$ cat config.mk
export PLATFORM = sky130hd
export DESIGN_NAME = depth_buffer_writer
export DESIGN_NICKNAME = d
export VERILOG_FILES = /design/src/rtl/depth_buffer_writer.sv
export SDC_FILE = /design/constraint.sdc
export NUM_CORES = 1
export LEC_CHECK = 0
export ABC_AREA = 1
export CORE_UTILIZATION = 44
export CTS_CLUSTER_SIZE = 10
export DETAILED_ROUTE_END_ITERATION = 8
export PLACE_DENSITY = 0.73
export SLEW_MARGIN = 20
export SYNTH_ARGS = -nofsm -noshare
export SYNTH_HDL_FRONTEND = slang
export SYNTH_SLANG_ARGS = --single-unit
$ cat constraint.sdc
create_clock -name clk_in -period 1.4 [get_ports clk_in]
set_input_delay 0.14 -clock clk_in [delete_from_list [all_inputs] [get_ports clk_in]]
set_output_delay 0.14 -clock clk_in [all_outputs]
set_load 0.01 [all_outputs]
$ cat src/rtl/depth_buffer_writer.sv
// depth_buffer_writer
//
// Depth-tested pixel writer for a framebuffer with an external depth RAM.
// Pixels stream in one per cycle, the stored depth is read (2-cycle RAM
// latency), the incoming depth is compared (strictly nearer wins) and on a
// pass both the depth RAM and the framebuffer are written. A clear pass
// fills the depth RAM with the farthest value and the framebuffer with
// CLEAR_COLOR, one address per cycle.
//
// Ports
//   clk_in, rst_in            clock, synchronous active-high reset
//   valid_in / ready_out      pixel-stream handshake
//   addr_in, z_in, color_in   pixel address, depth (smaller is nearer), colour
//   last_pixel_in             marks the final pixel of a frame
//   clear_in                  request a buffer clear
//   zb_rd_addr_out            depth RAM read address (combinational)
//   zb_rd_data_in             depth RAM read data, two cycles after address
//   zb_we_out, zb_wr_addr_out, zb_wr_data_out   depth RAM write port
//   fb_we_out, fb_addr_out, fb_data_out         framebuffer write port
//   frame_done_out            one-cycle pulse when the last pixel retires
//   busy_out                  clear/drain in progress or pixels in flight
//   pixels_drawn_out          depth-test passes since the last clear
module depth_buffer_writer #(
    parameter int FB_HRES     = 320,
    parameter int FB_VRES     = 180,
    parameter int Z_WIDTH     = 20,
    parameter int COLOR_WIDTH = 16,
    parameter logic [COLOR_WIDTH-1:0] CLEAR_COLOR = '0,
    localparam int NPIX = FB_HRES * FB_VRES,
    localparam int AW   = $clog2(NPIX)
) (
    input  logic                   clk_in,
    input  logic                   rst_in,
    input  logic                   valid_in,
    output logic                   ready_out,
    input  logic [AW-1:0]          addr_in,
    input  logic [Z_WIDTH-1:0]     z_in,
    input  logic [COLOR_WIDTH-1:0] color_in,
    input  logic                   last_pixel_in,
    input  logic                   clear_in,
    output logic [AW-1:0]          zb_rd_addr_out,
    input  logic [Z_WIDTH-1:0]     zb_rd_data_in,
    output logic                   zb_we_out,
    output logic [AW-1:0]          zb_wr_addr_out,
    output logic [Z_WIDTH-1:0]     zb_wr_data_out,
    output logic                   fb_we_out,
    output logic [AW-1:0]          fb_addr_out,
    output logic [COLOR_WIDTH-1:0] fb_data_out,
    output logic                   frame_done_out,
    output logic                   busy_out,
    output logic [AW:0]            pixels_drawn_out
);

    localparam logic [AW-1:0] LAST_ADDR = AW'(NPIX - 1);
    localparam logic [AW:0]   DRAWN_MAX = (AW + 1)'(NPIX);

    typedef enum logic [1:0] {
        ST_CLEAR = 2'd0,
        ST_RUN   = 2'd1,
        ST_DRAIN = 2'd2
    } state_t;

    function automatic logic [AW:0] sat_inc(input logic [AW:0] v);
        return (v >= DRAWN_MAX) ? v : v + (AW + 1)'(1);
    endfunction

    state_t state_q, state_d;
    logic [AW-1:0] clr_cnt_q, clr_cnt_d;
    logic [AW:0]   drawn_q, drawn_d;

    logic vld_p1_q, vld_p2_q, vld_p3_q;
    logic pass_p3_q;

    logic [AW-1:0]          addr_p1_q, addr_p2_q, addr_p3_q;
    logic [Z_WIDTH-1:0]     z_p1_q, z_p2_q, z_p3_q;
    logic [COLOR_WIDTH-1:0] color_p1_q, color_p2_q, color_p3_q;
    logic                   last_p1_q, last_p2_q, last_p3_q;

    logic accept;
    logic hazard;
    logic in_flight;
    logic depth_pass_p2;
    logic pix_we;

    // A pixel must not read an address whose earlier write has not landed.
    assign hazard = (vld_p1_q && (addr_p1_q == addr_in)) ||
                    (vld_p2_q && (addr_p2_q == addr_in)) ||
                    (vld_p3_q && (addr_p3_q == addr_in));

    assign ready_out = !rst_in && (state_q == ST_RUN) && !hazard;
    assign accept    = valid_in && ready_out;

    // Pixels that still have a write ahead of them after this cycle; the
    // stage-3 pixel finishes its write in the current cycle.
    assign in_flight = accept || vld_p1_q || vld_p2_q;

    assign zb_rd_addr_out = addr_in;
    assign depth_pass_p2  = z_p2_q < zb_rd_data_in;
    assign pix_we         = vld_p3_q && pass_p3_q;

    always_comb begin
        state_d   = state_q;
        clr_cnt_d = clr_cnt_q;
        case (state_q)
            ST_CLEAR: begin
                clr_cnt_d = clr_cnt_q + AW'(1);
                if (clr_cnt_q == LAST_ADDR) begin
                    state_d   = ST_RUN;
                    clr_cnt_d = '0;
                end
            end
            ST_RUN: begin
                if (clear_in) begin
                    state_d = in_flight ? ST_DRAIN : ST_CLEAR;
                end
            end
            ST_DRAIN: begin
                if (!vld_p1_q && !vld_p2_q) begin
                    state_d = ST_CLEAR;
                end
            end
            default: state_d = ST_CLEAR;
        endcase
    end

    always_comb begin
        drawn_d = drawn_q;
        if (pix_we) begin
            drawn_d = sat_inc(drawn_q);
        end
        // Entering a clear wins over a pass retiring in the same cycle.
        if ((state_q != ST_CLEAR) && (state_d == ST_CLEAR)) begin
            drawn_d = '0;
        end
    end

    always_ff @(posedge clk_in) begin
        if (rst_in) begin
            state_q   <= ST_CLEAR;
            clr_cnt_q <= '0;
            drawn_q   <= '0;
            vld_p1_q  <= 1'b0;
            vld_p2_q  <= 1'b0;
            vld_p3_q  <= 1'b0;
            pass_p3_q <= 1'b0;
        end else begin
            state_q   <= state_d;
            clr_cnt_q <= clr_cnt_d;
            drawn_q   <= drawn_d;
            vld_p1_q  <= accept;
            vld_p2_q  <= vld_p1_q;
            vld_p3_q  <= vld_p2_q;
            pass_p3_q <= vld_p2_q && depth_pass_p2;
        end
    end

    always_ff @(posedge clk_in) begin
        // p1: pixel captured, depth RAM read in flight
        addr_p1_q  <= addr_in;
        z_p1_q     <= z_in;
        color_p1_q <= color_in;
        last_p1_q  <= last_pixel_in;
        // p2: stored depth arrives, compare
        addr_p2_q  <= addr_p1_q;
        z_p2_q     <= z_p1_q;
        color_p2_q <= color_p1_q;
        last_p2_q  <= last_p1_q;
        // p3: write-back
        addr_p3_q  <= addr_p2_q;
        z_p3_q     <= z_p2_q;
        color_p3_q <= color_p2_q;
        last_p3_q  <= last_p2_q;
    end

    always_comb begin
        zb_we_out      = 1'b0;
        zb_wr_addr_out = '0;
        zb_wr_data_out = '0;
        fb_we_out      = 1'b0;
        fb_addr_out    = '0;
        fb_data_out    = '0;
        if (!rst_in) begin
            if (state_q == ST_CLEAR) begin
                zb_we_out      = 1'b1;
                zb_wr_addr_out = clr_cnt_q;
                zb_wr_data_out = '1;
                fb_we_out      = 1'b1;
                fb_addr_out    = clr_cnt_q;
                fb_data_out    = CLEAR_COLOR;
            end else if (pix_we) begin
                zb_we_out      = 1'b1;
                zb_wr_addr_out = addr_p3_q;
                zb_wr_data_out = z_p3_q;
                fb_we_out      = 1'b1;
                fb_addr_out    = addr_p3_q;
                fb_data_out    = color_p3_q;
            end
        end
    end

    assign frame_done_out   = !rst_in && vld_p3_q && last_p3_q;
    assign busy_out         = rst_in || (state_q != ST_RUN) ||
                              vld_p1_q || vld_p2_q || vld_p3_q;
    assign pixels_drawn_out = rst_in ? '0 : drawn_q;

endmodule

---- Yosys cells after proc, flatten, opt, wreduce, memory -nomap -nowiden ----
Cells that the tools add are included.
storage, ports and cells
  output and inout port bits .............. 106
  input bits .............................. 77
  logic and storage cells ................. 79
  ROM bits ................................ 0
  bits in latches ......................... 0
  memories kept ........................... 0
  RAM bits ................................ 0
  bits in registers ....................... 198
operators by class
  $lt $le $gt $ge ......................... 2
  muxes and demuxes ....................... 19
  $mul .................................... 0
  add/sub/neg operators ................... 2
  shifts and indexed selects .............. 0
  bitwise logic cells ..................... 1
  equal/unequal tests ..................... 7
  div/mod/pow operators ................... 0
  reductions and logical operators ........ 29
operators with widths
  operator                                                                                count
  16-bit 2-to-1 mux                                                                       7
  20-bit 2-to-1 mux                                                                       3
  16-bit == test                                                                          3
  20-bit less-than comparator                                                             1
  17-bit by 1-bit adder with 17-bit output (second input constant)                        1
  17-bit by 16-bit greater-or-equal comparator with 1-bit output (second input constant)  1
  17-bit 2-to-1 mux                                                                       1
  16-bit by 1-bit adder with 16-bit output (second input constant)                        1
  16-bit == test (second input constant)                                                  1
  1-bit logical AND                                                                       12
  1-bit logical OR                                                                        8
  2-bit 2-to-1 mux                                                                        4
  2-bit case mux with 3 select lines                                                      1
  1-bit logical NOT                                                                       4
  2-bit logical NOT                                                                       2
  1-bit 2-to-1 mux                                                                        3
  2-bit by 1-bit == test with 1-bit output (second input constant)                        1
  2-bit == test (second input constant)                                                   1
  2-bit by 1-bit inequality test with 1-bit output (second input constant)                1
  2-bit AND reduction                                                                     1
  2-bit nonzero test                                                                      1
  2-bit OR reduction                                                                      1
  1-bit inverter                                                                          1

---- Longest topological paths before layout ----
  depth after elaboration ................. 15
  mapped depth ............................ 14
  gate-level depth less buffers ........... 13

---- Worst setup path after synthesis ----
Ideal clock, no wire load.
  path type ............................... register to output
  start ................................... reg state_q[0]
  end ..................................... out zb_wr_addr_out[10]
  buffers on the path ..................... 2
  arrival ................................. 1.726 ns
  setup slack ............................. -0.466 ns
  required time ........................... 1.260 ns
  stages on the path, launching flop included .. 8
  cell sequence ........................... dfxtp_1 nor2_4 inv_2 a21oi_1 inv_2 clkbuf_1 a211oi_1 buf_4
on the way
  word-level cells in the longest chain between the ends .. 3
RTL lines
  element                         RTL line  source
  start: declaration              67        state_t state_q, state_d;
  start signal: assignment        147       state_q <= state_d;
  2-bit logical NOT               183       if (state_q == ST_CLEAR) begin
  16-bit 2-to-1 mux (2 in a row)  n/a
  end: declaration                44        output logic [AW-1:0] zb_wr_addr_out,
No other way between the ends.

---- Worst setup path in the final report ----
  start ................................... reg state_q[1]
  end ..................................... out zb_wr_addr_out[2]
on the way
  word-level cells in the longest chain between the ends .. 3
RTL lines
  element            RTL line  source
  2-bit logical NOT  183
  16-bit 2-to-1 mux  183
  16-bit 2-to-1 mux  182       if (!rst_in) begin
No other way between the ends.

==> impl.org <==
** Outcome
- Result of the run :: finished with violations
- Violations in the final reports :: setup timing

** Logic synthesis
- In the synthesized netlist the async set-or-reset flop fraction comes to 0.
- Average footprint of a synthesized cell :: 8.45 um^2
- The Yosys step of the flow raised 0 warnings.
- The number of nets handed over by synthesis was 958.
- By count the netlist is led by dfxtp_1, nor2_1, nand2_1.
- Summing every instance area after synthesis gives 7260 um^2.
- Cell count after synthesis :: 859
- Number of flops mapped to enable cells by yosys :: 0
- In the post-synthesis netlist, the biggest area contributors are dfxtp_1, nor2_1, nand2_1.
- Distinct cell type count after synthesis :: 39
- For this run, the leading register cell type out of synthesis is dfxtp_1.
- The share of synthesized area in the top cell type comes to 0.546.
- Cell accounting for the most synthesized area :: dfxtp_1
- Number of synthesized register bits :: about 200
- Most frequent cell after synthesis :: dfxtp_1
- Sequential area share after synthesis :: 0.546

** Drt
- Remaining number of nets flagged by the antenna check after routing :: 0
- In the routed design, unresolved DRC markers number 0.
- Post-Route WL :: roughly 18 mm
- Pre-antenna DRT Iters :: 4
- After the first detailed-routing iteration, the DRC count stood at 223.
- In the routed layout, each cell is associated on average with a via count of around 4.5.
- In the final routed layout, each cell accounts on average for approximately 13 um.
- Detailed-route via count :: around 6200

** Global routing
- Via count of the first global-routing pass :: a little over 6000
- All-Layer GR Usage :: 0.214
- Initial antenna violation count :: 0
- Largest net degree at the start of global routing :: 24
- Total gr overflow :: 0
- The first global-routing pass estimated around 28 mm of wire.

** Cells and area
- Total of fill cells in the finished design :: 1259
- In the final layout, the share of cells above drive strength 1 is 0.376.
- Final standard cell utilization of the core :: 0.701
- The number of antenna diodes in the final layout is 0.
- Relative to the synthesized area, the layout overhead comes to 54.6%.
- Once layout is complete, the cells apart from fillers number 1377.
- Final nets :: 1247

** Clock network
- TritonCTS built the clock tree.
- Clock root cell :: clkbuf_16
- Clock sinks :: 198
- Clk_lat worst skew :: 0.44 ns
- Clock-pin slew was measured on the worst setup and hold paths at roughly 0.080 ns.
- Inserted Clock Buffers :: 17
- In this run the deepest clock path goes through 2 buffers.
- The clock tree synthesis step divided the H-tree into 4 levels.

** Worst hold path
- Count of cells along the worst hold path :: 1
- In this run the worst hold path is classified as input port to register.

** Critical path
- STA puts the critical path data required time at 1.26 ns.
- STA classifies the critical path startpoint as a register.
- Number of cells on the worst reg-to-reg path :: 14
- Worst Path Max Fanout :: 11
- Critical path startpoint :: state_q[1]$_SDFF_PP0_
- Worst R2R Setup Slack :: -0.35 ns
- The worst setup path is captured at an output pin.
- Setup CP Type :: register to output pin
- Endpoint of the worst setup timing path :: zb_wr_addr_out[2]
- In this run the critical register-to-register path is launched from state_q[1]$_SDFF_PP0_.
- R2R Path End :: clr_cnt_q[15]$_SDFFE_PP0P_
- Data arrives at the worst endpoint at 1.76 ns.

** Placement
- Dpl ws :: -0.816 ns
- Estimated wirelength of the detail-placed design :: 12.2 mm
- The congestion estimate from routability-driven global placement came to around 0.84.
- During placement, the flow inserted port buffers numbering 182.
- In this run, placement finished with an instance count of 1312.

** Timing
- The count of pins over their slew limit came to 0.
- The number of hold-slack violations in the final timing report came to 0.
- Hold timing on the final database bottoms out at a slack of roughly 0.065 ns.
- Setup repair after global routing could not meet its margin everywhere.
- Shortest clock period the worst path allows after layout :: 1.90 ns
- Period utilisation layout :: 1.36
- Setup violations remaining at the end of the flow were counted as 104.
- Clock skew on the completed layout was measured at 0.00808 ns.
- Static timing analysis puts the maximum clock frequency at 0.526 GHz.
- Worst setup margin :: -0.500 ns
- Worst rel slew slack :: 0.543
- Transition time of the tightest slew-check pin :: 0.684 ns

** Pwr
- Pwr dens :: 1070 nW/um^2
- Leakage Power :: 5.27 nW
- Relative contribution of sequential cells to total power :: 0.497
- Clock share of power :: 0.419
- Of the total power, combinational logic draws 0.084.
- Switching share of total power :: 0.261
- IR analysis of the VDD net gives a maximum drop of 857 uV.
- The internal portion of the total power is 8.90 mW.
- Net switching power :: 3.15 mW

** Floorplanning
- Starting Density :: 0.454
- Top-level port count :: 183
- Site row count :: between 40 and 50
- The floorplan step defined a die boundary enclosing 17000 um^2.
- Die width :: 130 um
- Die outline height :: 130 um
- The region available for standard cell placement spans 16000 um^2.

** Run
- Across the run, the number of max-cap violations was 0.
[sequential cells by signal (all words and copies together), names as in the netlist, 2 cells and up]
signal and flops:
z_p1_q 20, z_p2_q 20, z_p3_q 20, drawn_q 17, addr_p1_q 16, addr_p2_q 16
addr_p3_q 16, clr_cnt_q 16, color_p1_q 16, color_p2_q 16, color_p3_q 16, state_q 2
[per-stage QoR]
| step | total power, mW | area (um^2) | setup TNS, ns |
|---|---|---|---|
| finish | 12.0 | 11200 | -39.53 |
| global route | 12.5 | 11200 | -48.22 |
| CTS | 12.1 | 10900 | -38.30 |
| detailed placement | 7.05 | 10000 | -67.95 |
| global placement | 7.02 | 10000 | -66.70 |
| floorplan | 6.53 | 7460 | -1.43 |
[cell type report]
type	instances	area [um^2]	share of cell area
Timing Repair Buffer	315	2590	0.231
Tap cell	216	270	0.0241
Timing Repair inverter	1	11.3	0.00100
Inverter	139	547	0.0487
Sequential cell	198	4020	0.358
Clock inverter	15	209	0.0186
Clock buffer	17	425	0.0379
Multi-Input combinational cell	476	3150	0.280
[worst min-delay path by stage]
stage / start / end / slack [ns]
CTS: addr_in[10] / addr_p1_q[10]$_DFF_P_ / 0.04
finish: addr_in[7] / addr_p1_q[7]$_DFF_P_ / 0.07
global route: addr_in[10] / addr_p1_q[10]$_DFF_P_ / 0.05
detailed placement: color_p2_q[13]$_DFF_P_ / color_p3_q[13]$_DFF_P_ / 0.31
floorplan: addr_in[0] / addr_p1_q[0]$_DFF_P_ / 0.17
global placement: color_p2_q[3]$_DFF_P_ / color_p3_q[3]$_DFF_P_ / 0.31
[timing repair]
action | 4_1_cts | 5_1_grt
buffers inserted | 17 | 10
pin swaps | 31 | 21
hold endpoints to repair | 0 | 1
endpoints found under the setup margin | 136 | 118
hold buffers | 0 | 1
resized for setup | 487 | 83
gates cloned | 6 | 0
[power groups by stage]
stage          clock (mW)  combinational (mW)  sequential [mW]
5_1_grt              5.37                1.11             6.02
6_report             5.05                1.01             5.99
4_1_cts              5.11               0.960             5.99
2_1_floorplan           0               0.443             6.09
3_5_place_dp            0               0.934             6.12
3_3_place_gp            0               0.916             6.10
[cells by family after synthesis]
group,Yosys count,share of synthesized area
AOI/OAI and AO/OA,69,0.0584
xor gates and xnor gates,31,0.0374
adders and majority gates,22,0.0379
buffers and inverters,188,0.116
DFF,198,0.546
and+or+nand+nor,351,0.204
[worst max-delay path, cell delays in order, from the launching register on]
cell and delay [ns]:
dfxtp_2 0.34, nor2_4 0.14, inv_4 0.08, a21oi_4 0.16
buf_12 0.15, inv_12 0.06, nor3_4 0.22, buf_2 0.17
[layer usage]
| metal | global-route usage | vias to the layer above | wire length [um] |
|---|---|---|---|
| li1 | - | 3171 | - |
| met1 | 0.257 | 2833 | 7740 |
| met2 | 0.375 | 149 | 9030 |
| met3 | 0.0550 | 24 | 912 |
| met4 | 0.0696 | 0 | 270 |
| met5 | 0 | - | 0 |
[layout by cell type, fill, tap and decap left out, types with 8 or more instances in the layout]
master             n
nor2_1           119
nor2_2            25
dfxtp_1          162
a21oi_2           22
xnor2_1           15
nand2_1          129
buf_2             71
ha_4               8
nor2_4            16
buf_6             23
dfxtp_2           33
nand2_2           11
xor2_1            16
inv_1            110
o21ai_1            8
dlygate4sd2_1     18
a211oi_4          11
nand4_1           10
ha_1              14
buf_4            112
nand3_1           14
inv_2             24
clkbuf_16         17
a21oi_1           14
clkdlybuf4s50_1   74
Note: power is estimated with default switching activity, not from simulation.
